## config.mk

```make
export PLATFORM = sky130hd
export DESIGN_NAME = fft_modulus_frame_reader
export DESIGN_NICKNAME = d
export VERILOG_FILES = /design/src/rtl/fft_disp_pkg.sv /design/src/rtl/fft_mag_scale_sat.sv /design/src/rtl/fft_modulus_frame_reader.sv
export SDC_FILE = /design/constraint.sdc
export NUM_CORES = 1
export LEC_CHECK = 0
export BUFFER_PORTS_ARGS = -buffer_cell sky130_fd_sc_hd__buf_2
export CORE_AREA = 2 2 129 131
export DETAILED_ROUTE_END_ITERATION = 8
export DIE_AREA = 0 0 131 133
export HOLD_SLACK_MARGIN = 0.08
export MAX_ROUTING_LAYER = met4
export PLACE_DENSITY = 0.77
export RECOVER_POWER = 50
export SYNTH_ARGS = -nofsm -noshare
export SYNTH_HDL_FRONTEND = slang
export SYNTH_HIERARCHICAL = 1
export SYNTH_SLANG_ARGS = --single-unit
```

## constraint.sdc

```tcl
create_clock -name clk -period 6.65 [get_ports clk]
set_clock_uncertainty 0.2 [all_clocks]
set_input_delay 1.33 -clock clk [delete_from_list [all_inputs] [get_ports clk]]
set_output_delay 1.33 -clock clk [all_outputs]
set_load 0.05 [all_outputs]
```

## src/rtl/fft_disp_pkg.sv

```systemverilog
// Shared definitions for the FFT-modulus display path: FIFO word field
// positions and the frame reader state encoding.
package fft_disp_pkg;

  localparam int SOF_BIT = 72;
  localparam int IDX_MSB = 43;
  localparam int IDX_LSB = 32;
  localparam int MAG_MSB = 31;
  localparam int MAG_LSB = 0;

  typedef enum logic [1:0] {
    ST_IDLE = 2'd0,
    ST_SYNC = 2'd1,
    ST_READ = 2'd2,
    ST_DONE = 2'd3
  } state_e;

endpackage

```

## src/rtl/fft_mag_scale_sat.sv

```systemverilog
// Combinational right-shift of a modulus followed by saturation to the
// display sample range.
module fft_mag_scale_sat #(
  parameter int MAG_W  = 32,
  parameter int DISP_W = 10
) (
  input  logic [MAG_W-1:0]  mag,
  input  logic [4:0]        shift,
  output logic [DISP_W-1:0] disp
);

  localparam logic [MAG_W-1:0] DISP_MAX = {{(MAG_W-DISP_W){1'b0}}, {DISP_W{1'b1}}};

  logic [MAG_W-1:0] shifted_s;

  // shift first, then clamp to the largest displayable sample
  always_comb begin
    shifted_s = '0;
    disp      = '0;
    if ({27'd0, shift} >= 32'(MAG_W)) begin
      shifted_s = '0;
    end else begin
      shifted_s = mag >> shift;
    end
    if (shifted_s > DISP_MAX) begin
      disp = {DISP_W{1'b1}};
    end else begin
      disp = shifted_s[DISP_W-1:0];
    end
  end

endmodule

```

## src/rtl/fft_modulus_frame_reader.sv

```systemverilog
// Drains the FFT-modulus prefetch FIFO, aligns to start-of-frame and writes one
// frame of scaled magnitudes into the display RAM while tracking the peak bin.
module fft_modulus_frame_reader
  import fft_disp_pkg::*;
#(
  parameter int DATA_W    = 73,
  parameter int MAG_W     = 32,
  parameter int IDX_W     = 12,
  parameter int POINTS    = 4096,
  parameter int DISP_W    = 10,
  parameter int PEAK_SKIP = 2
) (
  input  logic              clk,
  input  logic              rst_n,
  input  logic              fifo_rd_vld,
  input  logic [DATA_W-1:0] fifo_rd_data,
  output logic              fifo_rd_en,
  input  logic              frame_req,
  input  logic [4:0]        scale_shift,
  output logic              ram_wr_en,
  output logic [IDX_W-1:0]  ram_wr_addr,
  output logic [DISP_W-1:0] ram_wr_data,
  output logic              frame_busy,
  output logic              frame_done,
  output logic              frame_err,
  output logic [MAG_W-1:0]  peak_mag,
  output logic [IDX_W-1:0]  peak_idx
);

  localparam logic [IDX_W:0] LAST_CNT = (IDX_W+1)'(POINTS - 1);
  localparam logic [IDX_W:0] SKIP_CNT = (IDX_W+1)'(PEAK_SKIP);

  state_e              state_r, state_nxt_s;
  logic [IDX_W:0]      cnt_r;
  logic [4:0]          shift_r;
  logic [MAG_W-1:0]    run_max_r, nxt_max_s;
  logic [IDX_W-1:0]    run_idx_r, nxt_idx_s;
  logic                ram_wr_en_r, frame_err_r;
  logic [IDX_W-1:0]    ram_wr_addr_r, peak_idx_r;
  logic [DISP_W-1:0]   ram_wr_data_r, disp_s;
  logic [MAG_W-1:0]    peak_mag_r, mag_s;
  logic                sof_s, in_frame_s, bin0_s, mid_sof_s, read_bin_s, last_s;
  logic                unused_fields_s;

  assign sof_s           = fifo_rd_data[SOF_BIT];
  assign mag_s           = fifo_rd_data[MAG_MSB:MAG_LSB];
  assign unused_fields_s = ^fifo_rd_data[SOF_BIT-1:MAG_MSB+1];

  assign in_frame_s = (state_r == ST_SYNC) || (state_r == ST_READ);
  assign fifo_rd_en = fifo_rd_vld & in_frame_s;

  // bin 0 is either the aligning sof in SYNC or a sof that truncates a frame
  assign mid_sof_s  = fifo_rd_en && (state_r == ST_READ) && sof_s && (cnt_r != '0);
  assign bin0_s     = fifo_rd_en && sof_s;
  assign read_bin_s = fifo_rd_en && (state_r == ST_READ) && !sof_s;
  assign last_s     = read_bin_s && (cnt_r == LAST_CNT);

  fft_mag_scale_sat #(.MAG_W(MAG_W), .DISP_W(DISP_W)) u_scale (
    .mag   (mag_s),
    .shift (shift_r),
    .disp  (disp_s)
  );

  // next-state selection
  always_comb begin
    state_nxt_s = state_r;
    case (state_r)
      ST_IDLE: begin
        if (frame_req) state_nxt_s = ST_SYNC;
        else           state_nxt_s = ST_IDLE;
      end
      ST_SYNC: begin
        if (bin0_s) state_nxt_s = ST_READ;
        else        state_nxt_s = ST_SYNC;
      end
      ST_READ: begin
        if (last_s) state_nxt_s = ST_DONE;
        else        state_nxt_s = ST_READ;
      end
      ST_DONE: state_nxt_s = ST_IDLE;
      default: state_nxt_s = ST_IDLE;
    endcase
  end

  // running peak including the bin being consumed this cycle
  always_comb begin
    nxt_max_s = run_max_r;
    nxt_idx_s = run_idx_r;
    if (bin0_s) begin
      nxt_max_s = '0;
      nxt_idx_s = '0;
    end else if (read_bin_s && (cnt_r >= SKIP_CNT) && (mag_s > run_max_r)) begin
      nxt_max_s = mag_s;
      nxt_idx_s = cnt_r[IDX_W-1:0];
    end else begin
      nxt_max_s = run_max_r;
      nxt_idx_s = run_idx_r;
    end
  end

  // state register
  always_ff @(posedge clk or negedge rst_n) begin
    if (!rst_n) state_r <= ST_IDLE;
    else        state_r <= state_nxt_s;
  end

  // bin counter, RAM write port, peak tracker and error pulse
  always_ff @(posedge clk or negedge rst_n) begin
    if (!rst_n) begin
      cnt_r         <= '0;
      shift_r       <= '0;
      run_max_r     <= '0;
      run_idx_r     <= '0;
      ram_wr_en_r   <= 1'b0;
      ram_wr_addr_r <= '0;
      ram_wr_data_r <= '0;
      frame_err_r   <= 1'b0;
      peak_mag_r    <= '0;
      peak_idx_r    <= '0;
    end else begin
      ram_wr_en_r <= 1'b0;
      frame_err_r <= mid_sof_s;
      run_max_r   <= nxt_max_s;
      run_idx_r   <= nxt_idx_s;
      if (state_r == ST_IDLE && frame_req) shift_r <= scale_shift;
      if (bin0_s) begin
        cnt_r         <= (IDX_W+1)'(1);
        ram_wr_en_r   <= 1'b1;
        ram_wr_addr_r <= '0;
        ram_wr_data_r <= disp_s;
      end else if (read_bin_s) begin
        cnt_r         <= cnt_r + (IDX_W+1)'(1);
        ram_wr_en_r   <= 1'b1;
        ram_wr_addr_r <= cnt_r[IDX_W-1:0];
        ram_wr_data_r <= disp_s;
      end else if (state_r == ST_DONE) begin
        cnt_r <= '0;
      end
      if (last_s) begin
        peak_mag_r <= nxt_max_s;
        peak_idx_r <= nxt_idx_s;
      end
    end
  end

  assign ram_wr_en   = ram_wr_en_r;
  assign ram_wr_addr = ram_wr_addr_r;
  assign ram_wr_data = ram_wr_data_r;
  assign frame_err   = frame_err_r;
  assign peak_mag    = peak_mag_r;
  assign peak_idx    = peak_idx_r;
  assign frame_busy  = (state_r != ST_IDLE);
  assign frame_done  = (state_r == ST_DONE);

endmodule

```

Yosys cells after proc, flatten, opt, wreduce, memory -nomap -nowiden

Cells that the tools add are included.

Word-level logic and storage cells: 55
Output and inout port bits: 71
Bits of input ports: 82
Register bits: 132

Reductions and logical operators: 16
Eq/ne operators: 4
Add/subtract/negate cells: 1
Order comparisons: 3
Multiplexer cells: 18
Bitwise operators: 1
Shift operators: 1

Operators by type and width:

| operator                | count |
|---|---|
| $mux W32                | 2 |
| $mux W12                | 4 |
| $mux W13                | 3 |
| $gt A32 B10 Y1 const B  | 1 |
| $gt A32 B32 Y1          | 1 |
| $shr A32 B5 Y32         | 1 |
| $mux W10                | 3 |
| $add A13 B1 Y13 const B | 1 |
| $eq A13 B12 Y1 const B  | 1 |
| $ge A13 B2 Y1 const B   | 1 |
| $reduce_bool A13 Y1     | 1 |
| $logic_and A1 B1 Y1     | 9 |
| $pmux W2 S4             | 1 |
| $eq A2 B2 Y1 const B    | 2 |
| $mux W1                 | 4 |
| $reduce_bool A2 Y1      | 2 |
| $reduce_bool A3 Y1      | 1 |
| $eq A2 B1 Y1 const B    | 1 |
| $logic_not A2 Y1        | 1 |
| $mux W2                 | 1 |
| $and A1 B1 Y1           | 1 |
| $logic_not A1 Y1        | 1 |
| $logic_or A1 B1 Y1      | 1 |

Logic depth before layout (Yosys ltp)

Gate-level depths: netlist of the first run.

Word-level depth: 9
Mapped depth: 12
Gate-level depth less buffers: 9

Modules after synthesis

Netlist of the first run, hierarchy kept.

By module, submodules not included:

| module                   | cells an instance | area each (um^2) | times used | sequential area each (um^2) |
|---|---|---|---|---|
| fft_modulus_frame_reader | 758               | 6,919.1          | 1          | 3,303.2 |
| fft_mag_scale_sat        | 223               | 1,779.2          | 1          | 0.0 |

Worst setup path after synthesis of the first run

Ideal clock, no wire load.

Kind: input port to flip-flop
Start: input port fifo_rd_data[31]
End: register ram_wr_data_r[6] (netlist: ram_wr_data[6])
Cell stages on the path: 8
Library setup time: 119 ps
Slack: 3,004 ps
Data arrival time: 3,327 ps
Buffers on the path: 0
Data required time: 6,331 ps
Cells stage by stage: mux2_1 a221o_1 or4_1 o31a_1 o31ai_4 or3b_1 nand2_1 nand2_1

Longest elaborated chain between the ends: 5

RTL lines:

| element              | RTL line                        | RTL |
|---|---|---|
| start, declared      | fft_modulus_frame_reader.sv:16  | `input logic [DATA_W-1:0] fifo_rd_data,` |
| $shr A32 B5 Y32 *    | fft_mag_scale_sat.sv:23         | `shifted_s = mag >> shift;` |
| $gt A32 B10 Y1       | fft_mag_scale_sat.sv:25         | `if (shifted_s > DISP_MAX) begin` |
| $mux W10 *           | fft_mag_scale_sat.sv:25         |  |
| named net disp_s[6]  | fft_modulus_frame_reader.sv:40  | `logic [DISP_W-1:0] ram_wr_data_r, disp_s;` |
| $mux W10             | fft_modulus_frame_reader.sv:131 | `end else if (read_bin_s) begin` |
| $mux W10 *           | fft_modulus_frame_reader.sv:126 | `if (bin0_s) begin` |
| end signal, assigned | fft_modulus_frame_reader.sv:130 | `ram_wr_data_r <= disp_s;` |
| end signal, assigned | fft_modulus_frame_reader.sv:135 | `ram_wr_data_r <= disp_s;` |
| end, declared        | fft_modulus_frame_reader.sv:40  |  |

Mark *: on every way through the listed nets, which the timed path passes. The rest lies on a longest branch. The select of a mux whose other input is x is not followed.
A chain may end at the register's enable or synchronous reset.

==> results.json, run 1 <==
{
  "start_util_pct": 53.79,
  "grt_util_met2_pct": 41.28,
  "clkLatencyLatePin_ns": 0.43,
  "die_h_um": 133,
  "cts_hold_buf": 0,
  "synthTopCellsByArea": "dfrtp_1 38%, nand2_1 5.9%, ha_1 5.8%",
  "cts_buffer_depth": 2,
  "tightest_slew_ns": 3.751,
  "cp-end-kind": "async pin",
  "rsz0062_at_grt": "false",
  "post-route-period-util_pct": 71.79,
  "post_cts.repair.setup_buffers": 0,
  "postSynthAreaPerCell_um2": 8.867,
  "dr.pass1.iters": 5,
  "track_usage_pct": 28.42,
  "r2r-start": "state_r[0]",
  "syn_inst": 981,
  "viasPerCell": 6.332,
  "die_area_mm2": 0.01742,
  "layout.nets": 1161,
  "drive_above_1_share_pct": 13.80,
  "dpl.hpwl_um": 15320,
  "hp-class": "reg -> reg",
  "slew_violations": 119,
  "violations": "capacitance limit, slew limit",
  "drtIter0Drc": 754,
  "ys.flop_type": "dfrtp_1",
  "max_stage_delay_ns": 2.59,
  "ctsResizeCount": 0,
  "power_frac_clock_pct": 43.4,
  "ant_nets": 0,
  "grt_overflow": 0,
  "synthArstFlopShare_pct": 100.0,
  "hold_violations": 0,
  "vias": 8048,
  "yosysTopAreaCellShare_pct": 37.97,
  "insertedDiodeCount": 0,
  "syn2layout_area_growth_pct": 12.24,
  "grt_pass1_vias": 7410,
  "wirelength_um": 23400,
  "period_needed_ns": 4.774,
  "max_freq_mhz": 209.5,
  "switching_power_w": 0.0006400,
  "path_clk_slew_ns": 0.05,
  "synth.most_common_cell": "nand2_1",
  "wl_per_cell_um": 18.41,
  "fin_total_pwr_w": 0.002184,
  "seqPwrFrac_pct": 40.7,
  "syn-num-nets": 1103,
  "crit_type": "in -> async",
  "cts_tree": "yes",
  "cts_sinks": 132,
  "worstHoldStart": "ram_wr_data[0]",
  "cp.buffers_inverters": 2,
  "met3_usage_pct": 5.621,
  "path_cells": "clkbuf_1, buf_4",
  "portBuffers": 112,
  "ys_top_cells_by_count": "137 x nand2_1, 132 x dfrtp_1, 94 x nand3_1",
  "cts-root-buf": "clkbuf_16",
  "grt_pass1_wl_um": 38140,
  "busiest_layer": "met2",
  "path_max_fanout": 70,
  "critical_path.top_delay_family": "buffers and inverters",
  "synth_edf_count": 0,
  "crit_slowest_cell": "clkbuf_1",
  "status": "finished, violations left",
  "ys_warn_count": 6,
  "ys_ff_latch": 132,
  "setup_viol": 0,
  "syn_area_mm2": 0.008698,
  "antenna_found_initial": 0,
  "ctsHtreeMaxLevel": 4,
  "row_count": 47,
  "critPathArrivalTime_ns": 4.98,
  "yosysTopAreaCell": "dfrtp_1",
  "die_w_um": 131,
  "ios": 153,
  "gp_congestion": 0.9595,
  "switching_share_pct": 29.30,
  "comb_power_share_pct": 16.0,
  "ys_types": 67,
  "slew-limit-headroom_pct": -150.0,
  "internal_power_w": 0.001544,
  "core_mm2": 0.01617,
  "grt_max_degree": 71,
  "p_per_area_mw_per_mm2": 223.7,
  "drcViolationCount": 0,
  "required_ns": 6.85,
  "power.leakage_nw": 4.228,
  "ir_drop_mv": 0.2093,
  "met1_usage_pct": 39.48,
  "cts_made_buffers": 17,
  "fin_setup_tns_ns": 0,
  "max_cap_viol_count": 2,
  "cp-startpoint": "rst_n",
  "startpoint_type": "input port",
  "ys_seq_area_share_pct": 37.97
}
## registers in the layout, indices dropped and copies added (netlist names), named ones only
register / flops
frame_err: 1
state_r: 1
run_idx_r: 12
shift_r: 5
cnt_r: 13
run_max_r: 32
ram_wr_addr: 12
peak_idx: 12
ram_wr_en: 1
peak_mag: 32
ram_wr_data: 10
## metrics by stage
step | hold WS (ns) | instance area (µm²) | setup slack (ns) | instances | utilization (%)
after floorplan | 0.2699 | 8698 | 3.004 | 981 | -
after global placement | 0.2473 | 9263 | 1.910 | 1240 | 57.28
after detailed placement | 0.2527 | 9263 | 1.815 | 1240 | 57.28
after CTS | 0.2661 | 9856 | 2.255 | 1271 | 60.94
after global routing | 0.2927 | 9763 | 1.089 | 1271 | 60.37
final | 0.2634 | 9763 | 1.876 | 1271 | 60.37
## routing by layer
layer	routed length (µm)	part of all wire, %
met1	10310	44
met2	10820	46
met3	1702	7.3
met4	577	2.5
met5	0	0
## logic make-up (layout without fill, tap and decap cells)
| kind of cell | count (synthesis) | after routing | share of synthesized area [%] |
|---|---|---|---|
| and+or+nand+nor | 348 | 348 | 19.71 |
| adders and majority gates | 40 | 40 | 5.754 |
| AOI/OAI and AO/OA | 267 | 267 | 19.30 |
| muxes | 60 | 60 | 10.24 |
| xor gates and xnor gates | 2 | 2 | 0.2014 |
| buffers and inverters | 132 | 202 | 6.818 |
| DFF | 132 | 132 | 37.97 |
## power groups by stage
| stage | logic, W | registers [W] | clock network, W |
|---|---|---|---|
| after floorplan | 0.000203 | 0.000926 | 0 |
| after global placement | 0.000339 | 0.000899 | 0 |
| after detailed placement | 0.000348 | 0.000900 | 0 |
| after CTS | 0.000351 | 0.000886 | 0.000963 |
| after global routing | 0.000392 | 0.000894 | 0.000993 |
| final | 0.000349 | 0.000889 | 0.000947 |
## worst min-delay path, stage by stage (launching register included)
cell	delay, ns
dfrtp_1	0.34
nand2_1	0.05
nand2_1	0.05
## final timing paths
kind / endpoint / slack (ns) / cells past startpoint
setup / recovery: shift_r[1] / 1.88 / 2
hold / removal: ram_wr_data[0] / 0.26 / 2
setup reg to reg: cnt_r[8] / 2.34 / 9
hold reg to reg: ram_wr_data[0] / 0.26 / 2
max in group clk: cnt_r[8] / 2.08 / 8
min in group asynchronous: ram_wr_addr[5] / 1.98 / 1
## cells in the final DEF, fill, tap and decap left out, drive strengths merged, types with 10 or more instances in the layout
cell type  instances
nand2            138
dfrtp            132
nand3             95
o21ai             86
clkbuf            84
a21oi             69
buf               63
inv               48
nand4             46
o211ai            45
ha                40
nor2              24
mux2              22
mux4              21
mux2i             17
o31ai             15
a22o              10
## final cells by class
class / instances / area (µm²)
Tap cell: 220 / 275.3
Multi-Input combinational cell: 717 / 4830
Clock inverter: 10 / 122.6
Inverter: 45 / 168.9
Fill cell: 1384 / 6409
Timing Repair Buffer: 126 / 591.8
Clock buffer: 21 / 470.5
Sequential cell: 132 / 3304
(Power assumes the default switching activity.)
==> inputs of run 2 (changes only) <==
ABC_AREA = 1   (was default)
CORE_AREA = 2 2 130 132   (was 2 2 129 131)
DIE_AREA = 0 0 132 134   (was 0 0 131 133)
PLACE_DENSITY = 0.75   (was 0.77)
clock period = 4 ns   (was 6.65 ns; I/O delays follow)
==> run 2 against run 1 <==
  * Cell count increased by 13%
  * Global-route usage decreased by 2.5 points
  * Largest cell class unchanged
  * Synthesized cell count is 14% higher
  * Area after synthesis fell by 5.8%
  * First-iteration DRC count fell by 19%
  * Worst setup slack lost 0.73 ns
  * The run still ends with capacitance limit, slew limit left
  * Combinational power rose to 7.3 times the previous value
  * Highest routed layer unchanged
  * Sequential cell count stayed put
==> results.json, run 2 <==
{
  "drive_above_1_share_pct": 12.81,
  "synthTopCellsByArea": "dfrtp_1 40%, nand2_1 17%, nand3_1 9.5%",
  "r2r-start": "state_r[0]",
  "hp-class": "reg -> reg",
  "path_max_fanout": 12,
  "ff_latch_area_mm2": 0.003303,
  "status": "finished, violations left",
  "ys_seq_area_share_pct": 40.31,
  "postPlaceCellArea_mm2": 0.008869,
  "max_cap_viol_count": 1,
  "post_cts.repair.setup_buffers": 0,
  "grt_pass1_vias": 7329,
  "drcViolationCount": 0,
  "cts-root-buf": "clkbuf_16",
  "start_util_pct": 50.30,
  "ios": 153,
  "wirelength_um": 21530,
  "worstReg2RegEnd": "cnt_r[11]",
  "synth.most_common_cell": "nand2_1",
  "ys.flop_type": "dfrtp_1",
  "final_area_mm2": 0.009432,
  "crit_slowest_cell": "dfrtp_1",
  "dr.pass1.iters": 5,
  "critPathArrivalTime_ns": 3.01,
  "hold_depth": 2,
  "r2r.worst_path.cells": 9,
  "syn-num-nets": 1238,
  "core_mm2": 0.01629,
  "ctsHtreeMaxLevel": 4,
  "ys_warn_count": 6,
  "ys_types": 40,
  "path_cells": "inv_1, ha_1, nand3_1, clkinv_1, nor2_1, inv_1, nor2_1, inv_1, o221ai_1",
  "cts_sinks": 132,
  "fin_setup_tns_ns": 0,
  "worstHoldStart": "ram_wr_data[3]",
  "slew_violations": 80,
  "rsz0062_at_grt": "false",
  "gp_congestion": 0.9267,
  "yosysTopAreaCell": "dfrtp_1",
  "track_usage_pct": 25.90,
  "ys_top_cells_by_count": "366 x nand2_1, 156 x nand3_1, 132 x dfrtp_1",
  "cts_made_buffers": 17,
  "hold_violations": 0,
  "setup_viol": 0,
  "period_needed_ns": 2.854,
  "slew-limit-headroom_pct": -37.56,
  "layout.cells.most_common_list": "366 x nand2_1, 156 x nand3_1, 132 x dfrtp_1",
  "grt_max_degree": 80,
  "postSynthAreaPerCell_um2": 7.342,
  "path_clk_slew_ns": 0.06,
  "violations": "capacitance limit, slew limit",
  "syn2layout_area_growth_pct": 15.10,
  "synth_edf_count": 0,
  "regToRegSetupSlack_ns": 1.15,
  "die_area_mm2": 0.01769,
  "cp-end-kind": "flip-flop",
  "post-route-period-util_pct": 71.35,
  "syn_area_mm2": 0.008194,
  "ctsResizeCount": 0,
  "cts_hold_buf": 0,
  "dpl.hpwl_um": 14820,
  "crit_type": "reg -> reg",
  "ir_drop_mv": 0.4888,
  "grt_pass1_wl_um": 35990,
  "p_per_area_mw_per_mm2": 607.3,
  "antenna_found_initial": 2,
  "viasPerCell": 5.310,
  "fill_cells": 1553,
  "power.leakage_nw": 5.260,
  "max_stage_delay_ns": 0.41,
  "required_ns": 4.15,
  "vias": 7651,
  "startpoint_type": "flip-flop",
  "final_common_cell": "nand2_1",
  "max_freq_mhz": 350.4,
  "multiInputGateArea_mm2": 0.004143,
  "min_to": "ram_wr_data[3]",
  "grt_overflow": 0,
  "wl_per_cell_um": 14.94,
  "ys_ff_latch": 132,
  "syn_inst": 1116,
  "ant_nets": 0,
  "yosysTopAreaCellShare_pct": 40.31,
  "portBuffers": 112,
  "final_util_pct": 57.90,
  "cts_buffer_depth": 2,
  "cts_tree": "yes",
  "synthArstFlopShare_pct": 100.0,
  "layout.nets": 1327,
  "row_count": 47,
  "die_w_um": 132,
  "drtIter0Drc": 609,
  "tightest_slew_ns": 2.063,
  "cp_common_cell": "inv_1",
  "die_h_um": 134,
  "clkLatencyLatePin_ns": 0.44
}
-- run 2: cell types whose count changed in the layout (fill, tap and decap cells not counted), moves of 37 or more --
cell      before  now
and3_1         3   45
o211ai_1      44    3
inv_1         45  109
a21oi_1       69   23
nand3_1       94  156
o21ai_0       84   47
nand2_1      137  366
-- run 2: metal layers --
metal	track usage, %	wire, µm	vias to the layer above
li1	-	-	3859
met5	-	0	-
met3	4.724	1257	28
met4	8.937	376	0
met2	39.41	9927	224
met1	35.03	9968	3540
-- run 2: cell families (layout without fill, tap and decap cells) --
family	after synthesis	in the layout	synth area share (%)
and+or+nand+nor	664	664	36.45
buffers and inverters	175	277	9.223
DFF	132	132	40.31
AOI/OAI and AO/OA	94	94	6.551
adders and majority gates	40	40	6.108
muxes	7	7	0.9314
xor gates and xnor gates	4	4	0.4276
other	0	3	0
-- run 2: worst max-delay path, delay by kind of cell (launching register included) --
kind	cells	cell delay, ns
DFF	1	0.41
and+or+nand+nor	3	0.75
AOI/OAI and AO/OA	1	0.24
buffers and inverters	4	0.94
adders and majority gates	1	0.22
-- run 2: final cells by class --
type	instances	share of cell area (%)
timing repair buffer	129	7.018
tap	220	2.919
clock buffer	18	4.656
sequential	132	35.02
antenna	3	0.07960
multi-input combinational	809	43.92
clock inverter	14	1.711
inverter	116	4.670
-- run 2: stage by stage --
step | hold slack [ns] | power (W) | instances | setup WS [ns]
global route | 0.2970 | 0.006131 | 1440 | 0.7705
CTS | 0.2335 | 0.005732 | 1438 | 1.152
finish | 0.2770 | 0.005728 | 1441 | 1.146
detailed placement | 0.2601 | 0.004099 | 1406 | 0.8254
floorplan | 0.2739 | 0.003575 | 1116 | 1.289
global placement | 0.2583 | 0.004084 | 1406 | 0.8557
-- run 2: how the worst max path moves through the flow --
| stage | start | endpoint | slack [ns] | cells after the start |
|---|---|---|---|---|
| 3_3_place_gp | fifo_rd_data[31] | peak_mag[24] | 0.86 | 14 |
| 3_5_place_dp | fifo_rd_data[31] | peak_mag[24] | 0.83 | 14 |
| 2_1_floorplan | fifo_rd_data[31] | run_idx_r[10] | 1.29 | 13 |
| 6_report | state_r[0] | cnt_r[11] | 1.15 | 9 |
| 5_1_grt | rst_n | run_max_r[23] | 0.77 | 2 |
| 4_1_cts | cnt_r[1] | peak_mag[23] | 1.15 | 13 |
-- run 2: report_power, final --
part	leakage [nW]	switching [W]	internal [W]
registers	1.80	0.0000720	0.00147
logic	3.16	0.00181	0.000755
clock network	0.296	0.000668	0.000952
